File: src/rtl/ov7670_pkg.sv
// ov7670_pkg: shared types and constants for the OV7670 boot-time register loader.
// Holds the sequencer state encoding, the ROM control markers and the {addr,data} entry layout.
package ov7670_pkg;

    // Sequencer states. IDLE/DONE/ERROR are the resting states in which start is honoured.
    typedef enum logic [3:0] {
        ST_IDLE      = 4'd0,
        ST_FETCH     = 4'd1,
        ST_DECODE    = 4'd2,
        ST_ISSUE     = 4'd3,
        ST_WAIT_ACK  = 4'd4,
        ST_WAIT_DONE = 4'd5,
        ST_DELAY     = 4'd6,
        ST_DONE      = 4'd7,
        ST_ERROR     = 4'd8
    } cfg_state_t;

    // ROM control markers; neither can be a real write because 0xFF is not a register address.
    localparam logic [15:0] ROM_END   = 16'hFFFF;
    localparam logic [15:0] ROM_DELAY = 16'hFFF0;

    // One ROM entry: register address in the upper byte, register value in the lower byte.
    typedef struct packed {
        logic [7:0] addr;
        logic [7:0] data;
    } ov7670_reg_t;

    // True in the states where the loader is not busy and start may launch a new load.
    function automatic logic is_rest_state(input cfg_state_t s);
        return (s == ST_IDLE) || (s == ST_DONE) || (s == ST_ERROR);
    endfunction

endpackage

File: src/rtl/ov7670_config_rom.sv
// ov7670_config_rom: synchronous register-table ROM, one-cycle read latency.
// Contents come from the ROM_INIT parameter (entry i at bits [16*i +: 16]), so a different
// register table is a parameter override at instantiation and never an edit to the FSM.
// Unused entries default to the end marker.
module ov7670_config_rom
    import ov7670_pkg::*;
#(
    parameter int                        ROM_DEPTH = 128,
    parameter int                        IDX_W     = $clog2(ROM_DEPTH),
    parameter logic [ROM_DEPTH*16-1:0]   ROM_INIT  = {ROM_DEPTH{ROM_END}}
) (
    input  logic             clk,
    input  logic [IDX_W-1:0] index,
    output logic [15:0]      entry
);

    logic [15:0] r_entry;

    // Registered table read: the entry for index appears one cycle after index is presented.
    // NOTE: the ROM output register has no reset; the sequencer only looks at it in DECODE,
    // which always follows a FETCH cycle that has loaded it.
    always_ff @(posedge clk) begin
        r_entry <= ROM_INIT[{index, 4'b0000} +: 16];
    end

    assign entry = r_entry;

endmodule

File: src/rtl/ov7670_config_sequencer.sv
// ov7670_config_sequencer: walks the register ROM and feeds each {addr,data} pair to
// SCCB_interface through its start/ready handshake, honouring in-ROM delay markers
// (needed after the 0x12=0x80 soft reset) and reporting busy/done.
// Optional build macro OV7670_SCCB_TIMEOUT_EN adds a handshake watchdog that parks the
// loader in ERROR after TIMEOUT_CYCLES; without it error is tied 0 and ERROR is unreachable.
module ov7670_config_sequencer
    import ov7670_pkg::*;
#(
    parameter int                        CLK_FREQ       = 25000000,
    parameter int                        ROM_DEPTH      = 128,
    parameter int                        DELAY_MS       = 10,
    parameter int                        TIMEOUT_CYCLES = 100000,
    parameter logic [ROM_DEPTH*16-1:0]   ROM_INIT       = {ROM_DEPTH{ROM_END}}
) (
    input  logic                         clk_12MHz,
    input  logic                         rst,
    input  logic                         start,
    input  logic                         sccb_ready,
    output logic                         sccb_start,
    output logic [7:0]                   sccb_addr,
    output logic [7:0]                   sccb_data,
    output logic                         busy,
    output logic                         done,
    output logic                         error,
    output logic [$clog2(ROM_DEPTH)-1:0] cfg_index
);

    localparam int               IDX_W        = $clog2(ROM_DEPTH);
    localparam logic [IDX_W-1:0] LAST_IDX     = IDX_W'(ROM_DEPTH - 1);
    localparam int               DELAY_CYCLES = (CLK_FREQ / 1000) * DELAY_MS;
    localparam int               DLY_W        = $clog2(DELAY_CYCLES + 1);
    localparam logic [DLY_W-1:0] DLY_LAST     = DLY_W'(DELAY_CYCLES - 1);

    cfg_state_t       r_state;
    logic [IDX_W-1:0] r_index;
    ov7670_reg_t      r_reg;
    logic             r_sccb_start;
    logic             r_done;
    logic [DLY_W-1:0] r_dly;
    logic [15:0]      w_entry;

`ifdef OV7670_SCCB_TIMEOUT_EN
    localparam int              WD_W    = $clog2(TIMEOUT_CYCLES + 1);
    localparam logic [WD_W-1:0] WD_LAST = WD_W'(TIMEOUT_CYCLES - 1);

    logic [WD_W-1:0] r_wd;
    logic            r_error;

    // Watchdog: counts every cycle spent waiting on SCCB_interface, restarts per write.
    always_ff @(posedge clk_12MHz or posedge rst) begin
        if (rst) begin
            r_wd <= '0;
        end else if (r_state == ST_WAIT_ACK || r_state == ST_WAIT_DONE) begin
            r_wd <= r_wd + 1'b1;
        end else begin
            r_wd <= '0;
        end
    end
`endif

    ov7670_config_rom #(
        .ROM_DEPTH (ROM_DEPTH),
        .IDX_W     (IDX_W),
        .ROM_INIT  (ROM_INIT)
    ) u_rom (
        .clk   (clk_12MHz),
        .index (r_index),
        .entry (w_entry)
    );

    // Main sequencer: fetch/decode each entry, run the SCCB handshake or a delay, then advance.
    // NOTE: all state here is assigned with <= so every branch reads the pre-edge values and
    // the order of statements inside the block cannot change the result.
    always_ff @(posedge clk_12MHz or posedge rst) begin
        if (rst) begin
            r_state      <= ST_IDLE;
            r_index      <= '0;
            r_reg        <= '0;
            r_sccb_start <= 1'b0;
            r_done       <= 1'b0;
            r_dly        <= '0;
`ifdef OV7670_SCCB_TIMEOUT_EN
            r_error      <= 1'b0;
`endif
        end else begin
            case (r_state)
                ST_IDLE, ST_DONE, ST_ERROR: begin
                    if (start) begin
                        r_state <= ST_FETCH;
                        r_index <= '0;
                        r_done  <= 1'b0;
`ifdef OV7670_SCCB_TIMEOUT_EN
                        r_error <= 1'b0;
`endif
                    end
                end
                ST_FETCH: begin
                    r_state <= ST_DECODE;
                end
                ST_DECODE: begin
                    if (w_entry == ROM_END) begin
                        r_state <= ST_DONE;
                        r_done  <= 1'b1;
                    end else if (w_entry == ROM_DELAY) begin
                        r_dly   <= '0;
                        r_state <= ST_DELAY;
                    end else begin
                        r_reg   <= ov7670_reg_t'(w_entry);
                        r_state <= ST_ISSUE;
                    end
                end
                ST_ISSUE: begin
                    if (sccb_ready) begin
                        r_sccb_start <= 1'b1;
                        r_state      <= ST_WAIT_ACK;
                    end
                end
                ST_WAIT_ACK: begin
                    r_sccb_start <= 1'b0;
                    if (!sccb_ready) begin
                        r_state <= ST_WAIT_DONE;
                    end
`ifdef OV7670_SCCB_TIMEOUT_EN
                    else if (r_wd == WD_LAST) begin
                        r_state <= ST_ERROR;
                        r_error <= 1'b1;
                    end
`endif
                end
                ST_WAIT_DONE: begin
                    if (sccb_ready) begin
                        if (r_index == LAST_IDX) begin
                            r_state <= ST_DONE;
                            r_done  <= 1'b1;
                        end else begin
                            r_index <= r_index + 1'b1;
                            r_state <= ST_FETCH;
                        end
                    end
`ifdef OV7670_SCCB_TIMEOUT_EN
                    else if (r_wd == WD_LAST) begin
                        r_state <= ST_ERROR;
                        r_error <= 1'b1;
                    end
`endif
                end
                ST_DELAY: begin
                    if (r_dly == DLY_LAST) begin
                        if (r_index == LAST_IDX) begin
                            r_state <= ST_DONE;
                            r_done  <= 1'b1;
                        end else begin
                            r_index <= r_index + 1'b1;
                            r_state <= ST_FETCH;
                        end
                    end else begin
                        r_dly <= r_dly + 1'b1;
                    end
                end
                default: begin
                    r_state <= ST_IDLE;
                end
            endcase
        end
    end

    assign sccb_start = r_sccb_start;
    assign sccb_addr  = r_reg.addr;
    assign sccb_data  = r_reg.data;
    assign busy       = !is_rest_state(r_state);
    assign done       = r_done;
    assign cfg_index  = r_index;
`ifdef OV7670_SCCB_TIMEOUT_EN
    assign error      = r_error;
`else
    assign error      = 1'b0;
`endif

endmodule
File: config.mk
export PLATFORM = sky130hd
export DESIGN_NAME = ov7670_config_sequencer
export DESIGN_NICKNAME = d
export VERILOG_FILES = /design/src/rtl/ov7670_pkg.sv /design/src/rtl/ov7670_config_rom.sv /design/src/rtl/ov7670_config_sequencer.sv
export SDC_FILE = /design/constraint.sdc
export NUM_CORES = 1
export LEC_CHECK = 0
export ABC_AREA = 0
export CAP_MARGIN = 20
export CORE_UTILIZATION = 45
export CTS_CLUSTER_DIAMETER = 200
export DETAILED_ROUTE_END_ITERATION = 10
export PLACE_DENSITY = 0.68
export SKIP_LAST_GASP = 1
export SYNTH_ARGS = -nofsm -noshare
export SYNTH_HDL_FRONTEND = slang
export SYNTH_SLANG_ARGS = --single-unit
File: constraint.sdc
create_clock -name clk_12MHz -period 2.1 [get_ports clk_12MHz]
set_input_delay 0.315 -clock clk_12MHz [delete_from_list [all_inputs] [get_ports clk_12MHz]]
set_output_delay 0.315 -clock clk_12MHz [all_outputs]
set_load 0.005 [all_outputs]
==> results of run 1 <==
-- final cells by class --
type / count / area, um^2
clock buffer: 7 / 86.33
clock inverter: 1 / 5.005
fill: 365 / 1831
inverter: 10 / 37.54
multi-input combinational: 151 / 996.0
sequential: 30 / 754.5
tap: 50 / 62.56
timing repair buffer: 26 / 227.7
-- routing by layer --
| metal | part of all wire | GRT usage |
|---|---|---|
| met2 | 0.45 | 0.2588 |
| met1 | 0.49 | 0.2393 |
| met5 | 0 | 0 |
| met3 | 0.037 | 0.05651 |
| met4 | 0.026 | 0.1037 |
-- worst paths after layout --
check	from	end	depth (start not counted)
worst max-delay path	r_state[1]	busy	4
worst min-delay path	rst	cfg_index[2]	3
worst max register to register	r_dly[10]	cfg_index[0]	5
worst min register to register	r_dly[17]	r_dly[17]	1
max in group asynchronous	rst	r_state[2]	3
min in group clk_12MHz	r_dly[17]	r_dly[17]	1
-- cell usage after synthesis, drive strengths merged, types with 2 or more instances --
| cell | instances | area, um^2 |
|---|---|---|
| and2 | 3 | 18.77 |
| nor4b | 3 | 62.56 |
| xnor2 | 11 | 96.34 |
| nand4b | 2 | 32.53 |
| a21oi | 9 | 45.04 |
| or3 | 5 | 36.28 |
| xor2 | 7 | 61.31 |
| nand4 | 8 | 50.05 |
| nand2 | 19 | 71.32 |
| nand2b | 2 | 12.51 |
| o21ai | 7 | 46.29 |
| clkbuf | 3 | 11.26 |
| ha | 2 | 25.02 |
| and3 | 7 | 43.79 |
| o211ai | 3 | 22.52 |
| nand3 | 12 | 60.06 |
| o21a | 3 | 22.52 |
| dfrtp | 30 | 750.7 |
| nor2 | 9 | 36.29 |
| inv | 10 | 37.54 |
| a41oi | 2 | 17.52 |
| nor3 | 5 | 25.02 |
| buf | 21 | 153.9 |
| nor2b | 2 | 12.51 |
-- critical path: cells and delay by family, from the launching register on --
family	cells	cell delay, ns
flops	1	0.46
simple gates	2	0.49
buf+inv	2	0.47
-- kinds of logic (layout without fill, tap and decap cells) --
kind of cell	Yosys count	in the layout	share of synthesized area
other cells	1	17	0.001987
compound gates	30	30	0.1121
fa+ha+maj	3	3	0.01857
xor+xnor	18	18	0.08355
flops	30	30	0.3979
mux	2	2	0.01326
buf+inv	34	44	0.1074
simple gates	81	81	0.2653
-- through the flow --
stage          worst slack (ns)  power, mW
6_report                0.08006      2.371
5_1_grt                0.003356      2.554
4_1_cts                 0.02613      2.326
3_5_place_dp          -0.005850      1.831
3_3_place_gp            0.03488      1.815
2_1_floorplan            0.2636      1.552
-- what timing repair did --
action,4_1_cts,5_1_grt
buffers inserted,0,3
endpoints found under the setup margin,1,1
resized for setup,1,3
-- registers in the layout, indices dropped and copies added (netlist names) --
signal      cells
r_dly          18
sccb_start      1
done            1
cfg_index       7
r_state         3
-- where the power goes --
group / internal (mW) / switching [mW]
sequential: 0.704 / 0.160
combinational: 0.504 / 0.513
clock: 0.264 / 0.226
total: 1.47 / 0.899
-- layout by cell type (no fill, tap or decap), types with 2 or more instances in the layout --
| cell | instances |
|---|---|
| buf_4 | 13 |
| ha_1 | 2 |
| nand2_1 | 18 |
| clkbuf_8 | 6 |
| nand2b_1 | 2 |
| xnor2_1 | 11 |
| nor2b_1 | 2 |
| nor2_1 | 8 |
| dfrtp_1 | 27 |
| inv_1 | 10 |
| and2_1 | 2 |
| nand3_1 | 12 |
| xor2_1 | 7 |
| and3_1 | 7 |
| or3_1 | 4 |
| o21a_1 | 3 |
| a21oi_1 | 9 |
| a41oi_1 | 2 |
| o21ai_0 | 5 |
| conb_1 | 17 |
| nor3_1 | 5 |
| clkdlybuf4s50_1 | 13 |
| dfrtp_2 | 3 |
| nand4_1 | 8 |
| o211ai_1 | 3 |
| nor4b_4 | 2 |
==> metrics, run 1 <==
status completed; Via-to-Cell Ratio 5.215; first-pass GRT wire length 5878 um; Pleak roughly 0.98 nW; drt initial violations 41; WS Path Type flop to primary output; wire per inst 12.95 um; gp weighted congestion ~0.8; clock skew after layout 0.008778 ns; Initial Utilization 0.4717; Num CTS Buffers 5; post-route ant nets 0; synthesized cell area 0.001887 mm^2; Worst EP arrival 1.70 ns; Crit Path Max Fanout 8; chip width 66.75 um; grt ovf 0; FP Rows 23; Die H approximately 67 um; Final Hold Fails 0; VDD IR max 622.2 uV; Hold Buf Count CTS 0; CTS sink cnt 30; post-synth cell types 47; GRT Overall Usage 0.1814; TritonCTS clock tree yes; Peak Freq approximately 0.50 GHz; cell count after synthesis 199; Top FF cell, synth dfrtp_1; RSZ-0062 raised after global routing no; Final Util 0.5424; slowest stage delay, CP 0.46 ns; clock latency on the worst-skew pair 0.29 ns; Worst setup EP type primary output; clk root buf clkbuf_8; Synth async-reset ratio 1.000; Post-Route WL 3561 um; Buffers on Ports 13; final period utilization 0.9619; Max-Cap Viols 0; Ys Warns 0; I/O pins 31; PwrDens roughly 1100 mW/mm^2; area grow syn2layout 14.99%; pin count of the biggest net entering global routing 31; Seq cells post-synth 30; Mean Syn Cell Area 9.481 um^2; drc violations 0; die area 0.004456 mm^2; Final Max Slew Viols 0; CP Data Required Time 1.78 ns; dpl hpwl roughly 2500 um; Seq/Total Area, Yosys 0.3979; via count 1,434; DR pass1 iterations 4; layout cells sized above 1 0.1467; CTS clock-pin slew for the worst setup and hold paths 0.07 ns; vias in the first global route 1,294; Nets 230; Cell Count, Final, Fillers Out 275; Bufs on Longest Clock Path 2; Final TNS setup 0 ns; crit path cell chain or3_1 -> nand2_2 -> inv_1 -> clkdlybuf4s50_1; CP startpoint kind flop; total placed cells including tap cells 264; Worst Hold Class input port to async pin; Setup-failing EPs final 0; CORE AREA 0.004000 mm^2; R2R setup slack 0.17 ns; min cycle time layout 2.020 ns; final instance area 0.002170 mm^2; Post-DP Area 0.002049 mm^2; # diodes 0; Hold Slack just over 0.4 ns; initial antenna violation count 0; EDFF count, synth 0; CP max-delay cell dfrtp_2; H-tree level count 2
Power figures use the tool's default switching activity.
==> run 2: changes to the inputs <==
CORE_UTILIZATION = 30   (was 45)
PLACE_DENSITY = 0.49   (was 0.68)
==> run 2 against run 1 <==
Clock skew fell by 0.0061 ns. Non-clock buffer count is 2 higher. Cell area up 2.1%. Sequential power decreased by 1%. Fmax hardly changed.
==> metrics, run 2 (synthesized netlist as in run 1, its figures left out) <==
Worst Hold Class input port to async pin; Worst setup EP type primary output; Largest register FFs 18; clock skew after layout around 0.0027 ns; CP startpoint kind flop; drt initial violations 56; Hold Slack 0.4205 ns; VDD IR max between 300 and 400 uV; pin count of the biggest net entering global routing 31; RSZ-0062 raised after global routing no; gp weighted congestion between 0.7 and 0.8; initial antenna violation count 0; CORE AREA 0.005991 mm^2; met2 wire len ~1500 um; total placed cells including tap cells ~290; Post-Route WL 3621 um; post-route ant nets 0; Nets 232; CTS clock-pin slew for the worst setup and hold paths around 0.070 ns; Num CTS Buffers 5; # diodes 0; commonest non-fill, non-tap cell in the layout dfrtp_1; area grow syn2layout 17.37%; Max-Cap Viols 0; layout cells sized above 1 0.1498; H-tree level count 2; vias in the first global route 1,253; dpl hpwl 2625 um; Pleak 0.9889 nW; status completed; reg2reg end cfg_index[0]; TritonCTS clock tree yes; CP max-delay cell dfrtp_2; die area approximately 0.0066 mm^2; FF-to-FF Start r_state[2]; Cell Count, Final, Fillers Out roughly 300; clock latency on the worst-skew pair between 0.2 and 0.3 ns; most frequent cells in the layout 28 x dfrtp_1, 18 x nand2_1, 17 x conb_1; DR pass1 iterations 4; Initial Utilization 0.3150; wire per inst roughly 12 um; clk root buf clkbuf_8; slowest stage delay, CP 0.47 ns; Final Hold Fails 0; Peak Freq 0.4949 GHz; first-pass GRT wire length 6030 um; CP Data Required Time around 1.8 ns; Crit Path Max Fanout 10; worst r2r path cells 6; grt ovf 0; Bufs on Longest Clock Path 2; R2R setup slack between 0.1 and 0.15 ns; Setup-failing EPs final 0; crit path cell chain or3_1 -> nand2_2 -> inv_1 -> clkdlybuf4s50_1; WS Path Type flop to primary output; final period utilization 0.9622; Largest Register r_dly; chip width 81.31 um; Top Metal Used met4; via count approximately 1,400; min cycle time layout 2.021 ns; I/O pins 31; Die H between 80 and 90 um; Metal-1 WL 1901 um; met3 wire length 119 um; PwrDens 1086 mW/mm^2; Worst EP arrival 1.71 ns; CTS sink cnt 30; total power 2.406 mW; Buffers on Ports 13; Final Max Slew Viols 0; FP Rows 28; Via-to-Cell Ratio between 4 and 5; GRT Overall Usage 0.1236; drc violations 0
==> run 2: critical path: cells and delay by family, from the launching register on <==
family | cells | cell delay, ns
buffers and inverters | 2 | 0.49
AND/OR/NAND/NOR | 2 | 0.46
flip-flops | 1 | 0.47
==> run 2: layer usage <==
metal,GRT usage,vias up
li1,-,715
met1,0.1697,687
met2,0.1775,27
met3,0.02697,5
met4,0.06964,0
met5,0,-
==> run 2: metrics by stage <==
step	utilization	setup slack, ns	cell area, um^2	setup TNS (ns)
6_report	0.3697	0.07935	2215	0
5_1_grt	0.3697	0.01902	2215	0
4_1_cts	0.3676	0.009465	2202	0
3_5_place_dp	0.3523	-0.02212	2111	-0.02212
3_3_place_gp	0.3523	0.02428	2111	0
2_1_floorplan	-	0.2636	1947	0
==> run 2: how the worst max path moves through the flow <==
stage	slack (ns)	to	start
finish	0.08	busy	r_state[0]
global route	0.02	busy	r_state[1]
CTS	0.009	busy	r_state[0]
detailed placement	-0.02	cfg_index[0]	start
global placement	0.02	cfg_index[0]	start
floorplan	0.26	cfg_index[0]	r_state[2]
==> run 2: where the power goes <==
| group | switching, mW | total (mW) | internal, mW |
|---|---|---|---|
| registers | 0.152 | 0.855 | 0.702 |
| logic | 0.533 | 1.07 | 0.535 |
| clock network | 0.220 | 0.484 | 0.264 |
==> run 2: repair_timing <==
item,in CTS,in global routing
setup buffers,0,1
hold buffers,0,0
setup endpoints to repair,0,1
resized for setup,0,3
==> run 2: cell type report <==
type                            count  area [um^2]
Sequential cell                    30        753.2
Inverter                           10        37.54
Clock buffer                        7        86.33
Multi-Input combinational cell    151        996.0
Tap cell                           75        93.84
Timing Repair Buffer               28        242.7
Clock inverter                      1        5.005
Fill cell                         610         3776
